### src/rtl/countdown_pkg.sv
// Shared types and helpers for the countdown sequencer slice.
package countdown_pkg;

  // Sequencer states; the encoding is fixed so debug taps stay meaningful.
  typedef enum logic [1:0] {
    IDLE   = 2'd0,
    RUN    = 2'd1,
    PAUSED = 2'd2,
    DONE   = 2'd3
  } state_t;

  // Width needed to hold values 0..n-1, never less than one bit.
  function automatic int min_width(input int n);
    return (n <= 2) ? 1 : $clog2(n);
  endfunction

endpackage

### src/rtl/countdown_sequencer_if.sv
// Control/status bundle between the countdown sequencer and game logic.
//
// Handshake: there is no valid/ready pair here. start and abort are
// single-cycle requests sampled on every rising clock edge. pause is a
// level. All status outputs are registered and change only on a clock edge
// (or immediately on reset).
interface countdown_sequencer_if
  import countdown_pkg::*;
#(
  parameter int NUM_STEPS = 4
) ();

  localparam int IDX_W = min_width(NUM_STEPS);

  logic                 start;
  logic                 abort;
  logic                 pause;
  logic                 repeat_mode;
  logic [IDX_W-1:0]     step_idx;
  logic [NUM_STEPS-1:0] anode_n;
  logic                 countdown_in_action;
  logic                 countdown_done;
  logic                 done_pulse;
  logic                 wrap_pulse;
  state_t               state_dbg;

  modport master (
    output start, abort, pause, repeat_mode,
    input  step_idx, anode_n, countdown_in_action, countdown_done,
    input  done_pulse, wrap_pulse, state_dbg
  );

  modport slave (
    input  start, abort, pause, repeat_mode,
    output step_idx, anode_n, countdown_in_action, countdown_done,
    output done_pulse, wrap_pulse, state_dbg
  );

endinterface

### src/rtl/countdown_anode_decode.sv
// Registered active-low one-hot digit select.
// Fed with the next-state index/enable so the registered select lines up
// with the registered step index in the same cycle.
module countdown_anode_decode
  import countdown_pkg::*;
#(
  parameter int NUM_STEPS = 4,
  localparam int IDX_W = min_width(NUM_STEPS)
) (
  input  logic                 clk,
  input  logic                 rst,
  input  logic [IDX_W-1:0]     idx_d,
  input  logic                 en_d,
  output logic [NUM_STEPS-1:0] anode_n
);

  logic [NUM_STEPS-1:0] anode_n_d, anode_n_q;

  // Decode the next index into an active-low one-hot; all ones when disabled.
  always_comb begin
    anode_n_d = '1;
    for (int i = 0; i < NUM_STEPS; i++) begin
      if (en_d && (idx_d == IDX_W'(i))) anode_n_d[i] = 1'b0;
    end
  end

  // Register the select so the output is glitch-free.
  always_ff @(posedge clk or posedge rst) begin
    if (rst) anode_n_q <= '1;
    else     anode_n_q <= anode_n_d;
  end

  assign anode_n = anode_n_q;

endmodule

### src/rtl/countdown_sequencer.sv
// Countdown sequencer: walks step_idx through NUM_STEPS steps, holding each
// for TICKS_PER_STEP clocks, with one-shot/repeat, pause and abort.
module countdown_sequencer
  import countdown_pkg::*;
#(
  parameter int NUM_STEPS      = 4,
  parameter int TICKS_PER_STEP = 1
) (
  input  logic                  clk_countdown,
  input  logic                  rst,
  countdown_sequencer_if.slave  bus
);

  localparam int IDX_W  = min_width(NUM_STEPS);
  localparam int TICK_W = min_width(TICKS_PER_STEP);
  localparam logic [IDX_W-1:0]  LAST_IDX  = IDX_W'(NUM_STEPS - 1);
  localparam logic [TICK_W-1:0] LAST_TICK = TICK_W'(TICKS_PER_STEP - 1);

  state_t            state_q, state_d;
  logic [IDX_W-1:0]  step_idx_q, step_idx_d;
  logic [TICK_W-1:0] tick_q, tick_d;
  logic              repeat_q, repeat_d;
  logic              in_action_q, in_action_d;
  logic              done_q, done_d;
  logic              done_pulse_q, done_pulse_d;
  logic              wrap_pulse_q, wrap_pulse_d;

  // Next-state logic. Priority: abort > start > pause > tick.
  // A PAUSED cycle with pause released counts a tick on that same edge, so
  // every edge that samples pause high costs exactly one cycle.
  always_comb begin
    state_d      = state_q;
    step_idx_d   = step_idx_q;
    tick_d       = tick_q;
    repeat_d     = repeat_q;
    done_pulse_d = 1'b0;
    wrap_pulse_d = 1'b0;

    if (bus.abort) begin
      state_d    = IDLE;
      step_idx_d = '0;
      tick_d     = '0;
    end else if (bus.start) begin
      state_d    = bus.pause ? PAUSED : RUN;
      step_idx_d = '0;
      tick_d     = '0;
      repeat_d   = bus.repeat_mode;
    end else if ((state_q == RUN) || (state_q == PAUSED)) begin
      if (bus.pause) begin
        state_d = PAUSED;
      end else begin
        state_d = RUN;
        if (tick_q == LAST_TICK) begin
          tick_d = '0;
          if (step_idx_q != LAST_IDX) begin
            step_idx_d = step_idx_q + IDX_W'(1);
          end else if (repeat_q) begin
            step_idx_d   = '0;
            wrap_pulse_d = 1'b1;
          end else begin
            state_d      = DONE;
            done_pulse_d = 1'b1;
          end
        end else begin
          tick_d = tick_q + TICK_W'(1);
        end
      end
    end

    in_action_d = (state_d == RUN) || (state_d == PAUSED);
    done_d      = (state_d == DONE);
  end

  // State and registered status outputs.
  always_ff @(posedge clk_countdown or posedge rst) begin
    if (rst) begin
      state_q      <= IDLE;
      step_idx_q   <= '0;
      tick_q       <= '0;
      repeat_q     <= 1'b0;
      in_action_q  <= 1'b0;
      done_q       <= 1'b0;
      done_pulse_q <= 1'b0;
      wrap_pulse_q <= 1'b0;
    end else begin
      state_q      <= state_d;
      step_idx_q   <= step_idx_d;
      tick_q       <= tick_d;
      repeat_q     <= repeat_d;
      in_action_q  <= in_action_d;
      done_q       <= done_d;
      done_pulse_q <= done_pulse_d;
      wrap_pulse_q <= wrap_pulse_d;
    end
  end

  countdown_anode_decode #(
    .NUM_STEPS (NUM_STEPS)
  ) u_anode_decode (
    .clk     (clk_countdown),
    .rst     (rst),
    .idx_d   (step_idx_d),
    .en_d    (in_action_d),
    .anode_n (bus.anode_n)
  );

  assign bus.step_idx            = step_idx_q;
  assign bus.countdown_in_action = in_action_q;
  assign bus.countdown_done      = done_q;
  assign bus.done_pulse          = done_pulse_q;
  assign bus.wrap_pulse          = wrap_pulse_q;
  assign bus.state_dbg           = state_q;

endmodule

### src/flat_wrapper.sv
// flat-port wrapper written by rule: the top's interface ports become plain ports
module countdown_sequencer_flat import countdown_pkg::*;
#(
  parameter int NUM_STEPS      = 4,
  parameter int TICKS_PER_STEP = 1
)
  (clk_countdown, rst, bus_start, bus_abort, bus_pause, bus_repeat_mode, bus_step_idx, bus_anode_n, bus_countdown_in_action, bus_countdown_done, bus_done_pulse, bus_wrap_pulse, bus_state_dbg);
  countdown_sequencer_if #(.NUM_STEPS(NUM_STEPS)) bus_i ();
  input  logic clk_countdown;
  input  logic rst;
  input wire logic [$bits(bus_i.start)-1:0] bus_start;
  input wire logic [$bits(bus_i.abort)-1:0] bus_abort;
  input wire logic [$bits(bus_i.pause)-1:0] bus_pause;
  input wire logic [$bits(bus_i.repeat_mode)-1:0] bus_repeat_mode;
  output wire logic [$bits(bus_i.step_idx)-1:0] bus_step_idx;
  output wire logic [$bits(bus_i.anode_n)-1:0] bus_anode_n;
  output wire logic [$bits(bus_i.countdown_in_action)-1:0] bus_countdown_in_action;
  output wire logic [$bits(bus_i.countdown_done)-1:0] bus_countdown_done;
  output wire logic [$bits(bus_i.done_pulse)-1:0] bus_done_pulse;
  output wire logic [$bits(bus_i.wrap_pulse)-1:0] bus_wrap_pulse;
  output wire logic [$bits(bus_i.state_dbg)-1:0] bus_state_dbg;
  assign bus_i.start = bus_start;
  assign bus_i.abort = bus_abort;
  assign bus_i.pause = bus_pause;
  assign bus_i.repeat_mode = bus_repeat_mode;
  assign bus_step_idx = bus_i.step_idx;
  assign bus_anode_n = bus_i.anode_n;
  assign bus_countdown_in_action = bus_i.countdown_in_action;
  assign bus_countdown_done = bus_i.countdown_done;
  assign bus_done_pulse = bus_i.done_pulse;
  assign bus_wrap_pulse = bus_i.wrap_pulse;
  assign bus_state_dbg = bus_i.state_dbg;
  countdown_sequencer #(.NUM_STEPS(NUM_STEPS), .TICKS_PER_STEP(TICKS_PER_STEP)) u_core (.clk_countdown(clk_countdown), .rst(rst), .bus(bus_i));
endmodule
### config.mk
export PLATFORM = sky130hd
export DESIGN_NAME = countdown_sequencer_flat
export DESIGN_NICKNAME = d
export VERILOG_FILES = /design/src/rtl/countdown_pkg.sv /design/src/rtl/countdown_sequencer_if.sv /design/src/rtl/countdown_anode_decode.sv /design/src/rtl/countdown_sequencer.sv /design/src/flat_wrapper.sv
export SDC_FILE = /design/constraint.sdc
export NUM_CORES = 1
export LEC_CHECK = 0
export ABC_AREA = 1
export ABC_CLOCK_PERIOD_IN_PS = 2600
export CELL_PAD_IN_SITES_DETAIL_PLACEMENT = 1
export CELL_PAD_IN_SITES_GLOBAL_PLACEMENT = 1
export CORE_UTILIZATION = 36
export CTS_CLUSTER_DIAMETER = 40
export DETAILED_ROUTE_END_ITERATION = 12
export PLACE_DENSITY_LB_ADDON = 0.3
export SYNTH_ARGS = -nofsm -noshare
export SYNTH_HDL_FRONTEND = slang
export SYNTH_SLANG_ARGS = --single-unit
### constraint.sdc
create_clock -name clk_countdown -period 2.6 [get_ports clk_countdown]
set_clock_uncertainty 0.05 [all_clocks]
set_input_delay 0.52 -clock clk_countdown [delete_from_list [all_inputs] [get_ports clk_countdown]]
set_output_delay 0.52 -clock clk_countdown [all_outputs]
set_load 0.03 [all_outputs]
; ---- Word-level counts from Yosys, hierarchy flattened
; Cells that the tools add are included.
[op_classes]
addsub = 2
eq_ne = 10
n_mux = 38
bitwise_logic = 1
n_reduce_logical = 10
[ops]
columns = op, n
row1 = two-way mux 2 bit, 15
row2 = two-way mux 1 bit, 23
row3 = equality test 2 bit (second input constant), 5
row4 = equality test 2 x 1 -> 1 bit (second input constant), 3
row5 = logical AND 1 bit, 4
row6 = AND reduction 2 bit, 2
row7 = inequality test 3 bit (second input constant), 1
row8 = nonzero test 3 bit, 1
row9 = adder 2 x 1 -> 2 bit (second input constant), 1
row10 = logical NOT 2 bit, 1
row11 = logical OR 1 bit, 2
row12 = inequality test 2 bit (second input constant), 1
row13 = adder 1 bit (second input constant), 1
row14 = inverter 1 bit, 1
[totals]
register_bits = 14
input_bits = 6
output_inout_bits = 12
elab_cells = 70

; ---- Logic depth before layout (Yosys ltp)
[logic_depth]
ltp_word = 11
depth_mapped = 8
ltp_nobuf = 8

; ---- By module
; Synthesis repeated with hierarchy kept, for this count alone.
[unflattened]
hier_cells = 58
area_unflattened_um2 = 571.8
[by_module_without_submodules]
columns = module, n_inst, cells_each, area_each_um2, seq_area_each_um2
row1 = countdown_sequencer, 1, 46, 432.9, 225.2
row2 = countdown_anode_decode, 1, 12, 138.9, 105.1

; ---- Least setup slack after synthesis
; Ideal clock, no wire load.
[synth_path]
path_type = reg-to-reg
from = register u_core.step_idx_q[0], in the netlist u_core.bus.step_idx[0]
to = register u_core.u_anode_decode.anode_n_q[1], in the netlist u_core.u_anode_decode.anode_n[1]
setup_ps = 89
t_arrival_ps = 1606
required_time_ps = 2461
setup_slack_ps = 855
stages_incl_launch_ff = 8
n_path_buf = 0
period_less_slack_ps = 1745
path_cell_list = dfrtp_1 > ha_1 > nand2_1 > nand2_1 > o21ai_0 > o22ai_1 > ha_1 > nand4_1
[synth_between]
elab_chain_cells = 11
word_cells_on_any_way = 21
cone_classes = 1 x add/sub / 4 x eq/ne / 14 x mux / 2 x reduce/logical
[synth_rtl]
columns = element, line
row1 = start: declaration, countdown_sequencer.sv:20  ; logic [IDX_W-1:0] step_idx_q, step_idx_d;
row2 = start signal: assignment, countdown_sequencer.sv:87  ; step_idx_q <= step_idx_d;
row3 = inequality test 2 bit (*), countdown_sequencer.sv:55  ; if (step_idx_q != LAST_IDX) begin
row4 = two-way mux 2 bit (*), countdown_sequencer.sv:55
row5 = two-way mux 2 bit (*), countdown_sequencer.sv:53  ; if (tick_q == LAST_TICK) begin
row6 = two-way mux 2 bit (*), countdown_sequencer.sv:49  ; if (bus.pause) begin
row7 = two-way mux 2 bit (*), countdown_sequencer.sv:48  ; end else if ((state_q == RUN) || (state_q == PAUSED)) begin
row8 = two-way mux 2 bit (*), countdown_sequencer.sv:43  ; end else if (bus.start) begin
row9 = two-way mux 2 bit (*), countdown_sequencer.sv:39  ; if (bus.abort) begin
row10 = via u_core.state_d[1], countdown_sequencer.sv:19  ; state_t state_q, state_d;
row11 = equality test 2 x 1 -> 1 bit / equality test 2 bit (equally long branches), countdown_sequencer.sv:70  ; in_action_d = (state_d == RUN) || (state_d == PAUSED);
row12 = logical OR 1 bit (*), countdown_sequencer.sv:70
row13 = via u_core.in_action_d, countdown_sequencer.sv:23  ; logic in_action_q, in_action_d;
row14 = logical AND 1 bit (*), countdown_anode_decode.sv:23  ; if (en_d && (idx_d == IDX_W'(i))) anode_n_d[i] = 1'b0;
row15 = two-way mux 1 bit (*), countdown_anode_decode.sv:23
row16 = via u_core.u_anode_decode.anode_n_d[1], countdown_anode_decode.sv:17  ; logic [NUM_STEPS-1:0] anode_n_d, anode_n_q;
row17 = end signal: assignment, countdown_anode_decode.sv:30  ; else anode_n_q <= anode_n_d;
row18 = end: declaration, countdown_anode_decode.sv:17
; The timed path passes the listed nets; every way through them passes the cells marked *.
; A chain may end at the register's enable or synchronous reset.

; ---- Final worst setup path
[layout_path]
from = register u_core.u_anode_decode.anode_n_q[2], in the netlist u_core.u_anode_decode.anode_n[2]
to = output port bus_anode_n[2]
[layout_lines]
columns = element, line
row1 = end: declaration, flat_wrapper.sv:16  ; output wire logic [$bits(bus_i.anode_n)-1:0] bus_anode_n;
; No word-level cell between the ends.

==> reports/summary.txt <==
Setup Fix Bufs, Post-CTS: 0
Post-Synthesis Mean Instance Area: 9.36 sq um
CP Buf/Inv Count: 1
Total count of max-transition violations in the final report: 0
Cell chain of the critical path: clkdlybuf4s50_1
Placer's final routability congestion estimate: 0.895
Endpoints failing setup: 0
Post-route clock period utilization: 77.9%
Pin slew with the least headroom to its limit: 0.468 ns
Number of I/O port buffers: 17
Clock-pin slew of the registers on the worst-case setup and hold paths: 0.08 ns
Filler-free cell count of the finished design: 114
Main combinational cell family by area after synthesis: simple AND/OR/NAND/NOR gates
Sequential fraction of the synthesis area: 51.2%
Total number of yosys warnings: 0
Die outline area: 1970 sq um
Post-route DRC: 0
Netlist area before placement: 646 sq um
Max-cap check violation count: 0
Proportion of layout cells with a drive suffix above 1: 26.7%
Tightest Hold Check Type: in2async
Mapped Nets: 77
Insertion delay of the later-clocked pin in the worst-skew pair: 0.28 ns
Total negative slack: 0 ns
Number of antenna cells inserted: 0
Unrepaired setup endpoints after global routing: no
Status: complete, no violations
Number of buffers added by the clock tree synthesis step: 3
Aggregate global routing overflow: 0
Die extent in x: 44.4 um
Maximum level of the CTS H-tree: 1
Clk root buf: clkbuf_4
Simple-gate portion of the synthesized area: 31.2%
Vias per inst: 4.73
Critical path's top delay family: buffers and inverters
Average wire per cell in the routed design: 11.6 um
Worst-path maximum fanout: 1
Core Region: 1590 sq um
Worst endpoint required time: 2.03 ns
Rows: 14
Max-slew headroom: 68.8%
Number of synthesized register bits: 13
TritonCTS clock tree: done
Number of gates given a new drive strength after cts: 0
XOR/XNOR share of the synthesized area: 0%
Path type of the worst setup path: reg2out
Startpoint Class: flop
Remaining antenna violation count after routing: 0
Fraction of the mapped netlist area in compound gates: 6.20%
Final worst slack: 0.575 ns
DP HPWL: 1.05 mm
Maximum resistive drop on vdd: 221 uV
Number of design-rule violations left by the first detailed-router iteration: 4
Largest net degree at the start of global routing: 14
Power Dens Cells: 487 nW/um^2
Number of iterations in the first detailed-routing pass: 4
Placement Setup Slack: 0.470 ns
Max frequency: 494 MHz
Initial core utilization: 40.5%
Count of placed standard cells including taps: 110
Maximum buffer depth of the clock tree: 2
Number of buffers added to fix hold violations after cts: 0
Boundary Pins: 18
Clock period minus worst slack: 2.03 ns
Synth-to-layout area growth: 35.1%
Cell count after synthesis: 69
Final count of hold timing violations: 0
Worst Hold Margin: 0.491 ns
Count of distinct cell types in the synthesized netlist: 20
Share of synthesized cell area in full adder, half adder and majority cells: 3.88%
Global-route wire length before repair: 2.21 mm
Crit path DAT: 1.46 ns
Number of global-route vias before repair: 509
Vertical extent of the die: 44.4 um
Cell with the biggest individual delay on the critical path: clkdlybuf4s50_1
Nets: 99
Number of fill cells in the layout: 186
Vias: 539
Share of cell area taken by muxes after synthesis: 0%
Initial antenna violation count: 0
Number of clock sinks seen by CTS: 13
Reported leakage power: 0.411 nW
All-layer global routing usage: 16.2%
Kind of capture point of the worst setup path: output port
Total detailed-routing wirelength: 1.32 mm
Highest cell delay on the worst timing path: 0.65 ns
registers in the layout (all words and copies together) (netlist names):
register	count
u_core.u_anode_decode.anode_n	4
u_core.bus.state_dbg	2
u_core.bus.step_idx	2
u_core.bus.countdown_done	1
u_core.bus.countdown_in_action	1
u_core.bus.done_pulse	1
u_core.bus.wrap_pulse	1
u_core.repeat_q	1
synthesized netlist by cell type (all sizes together):
cell	number	area, sq um
o22ai	1	6.26
o211a	1	10.0
dfrtp	9	225
inv	13	48.8
nand3	2	15.0
a21oi	2	13.8
nand3b	2	15.0
nor2	11	56.3
nand2	15	78.8
nand4	3	18.8
dfstp	4	105
ha	2	25.0
o21ai	2	10.0
nor3	1	5.00
nor4	1	12.5
cell families after synthesis:
group / Yosys count
AND/OR/NAND/NOR: 35
buffers and inverters: 13
flip-flops: 13
AO/OA/AOI/OAI: 6
adder cells (fa/ha/maj): 2
power breakdown:
group / total, mW / internal (mW) / switching (mW)
registers: 0.216 / 0.212 / 0.00430
logic: 0.0797 / 0.0309 / 0.0488
clock network: 0.129 / 0.0596 / 0.0692
total: 0.425 / 0.302 / 0.122
layout by cell type (no fill, tap or decap):
cell / n
clkdlybuf4s50_1: 17
inv_1: 10
nor2_1: 9
nand2_2: 9
dfrtp_1: 9
nand2_1: 6
dfstp_2: 4
inv_2: 3
nand4_1: 3
clkbuf_4: 3
nor2_4: 2
nand3b_1: 2
o21ai_0: 2
ha_1: 2
a21oi_2: 1
o211a_1: 1
o22ai_1: 1
nand3_1: 1
nor4_2: 1
nor3_1: 1
nand3_2: 1
a21oi_1: 1
clkbuf_1: 1
layout make-up:
type	instances	area [sq um]	area share [%]
Clock buffer	4	26.3	3.01
Inverter	13	48.8	5.60
Multi-Input combinational cell	43	267	30.6
Sequential cell	13	330	37.9
Tap cell	24	30.0	3.44
Timing Repair Buffer	17	170	19.5
per-layer routing:
layer	up-vias	global-route usage [%]	wire (um)
met1	251	22.1	661
met3	4	4.08	91
met4	0	9.09	31
met5	-	0	0
met2	24	23.5	540
li1	260	-	-
worst paths after layout:
kind | depth (start not counted) | end | startpoint | slack, ns
setup / recovery | 1 | bus_anode_n[2] | u_core.u_anode_decode.anode_n[2]$_DFF_PP1_ | 0.57
hold / removal | 2 | u_core.bus.countdown_in_action$_DFF_PP0_ | rst | 0.49
setup reg to reg | 7 | u_core.u_anode_decode.anode_n[1]$_DFF_PP1_ | u_core.bus.step_idx[0]$_DFF_PP0_ | 0.80
hold reg to reg | 2 | u_core.repeat_q$_DFFE_PP0P_ | u_core.repeat_q$_DFFE_PP0P_ | 0.52
max in group asynchronous | 2 | u_core.u_anode_decode.anode_n[0]$_DFF_PP1_ | rst | 1.66
min in group clk_countdown | 2 | u_core.repeat_q$_DFFE_PP0P_ | u_core.repeat_q$_DFFE_PP0P_ | 0.52
stage by stage:
step	power, mW	utilization [%]	cell area (sq um)
finish	0.425	54.7	872
global route	0.442	54.7	872
CTS	0.425	54.7	872
detailed placement	0.300	53.1	846
global placement	0.299	53.1	846
floorplan	0.270	-	646
Note: power is estimated with default switching activity, not from simulation.
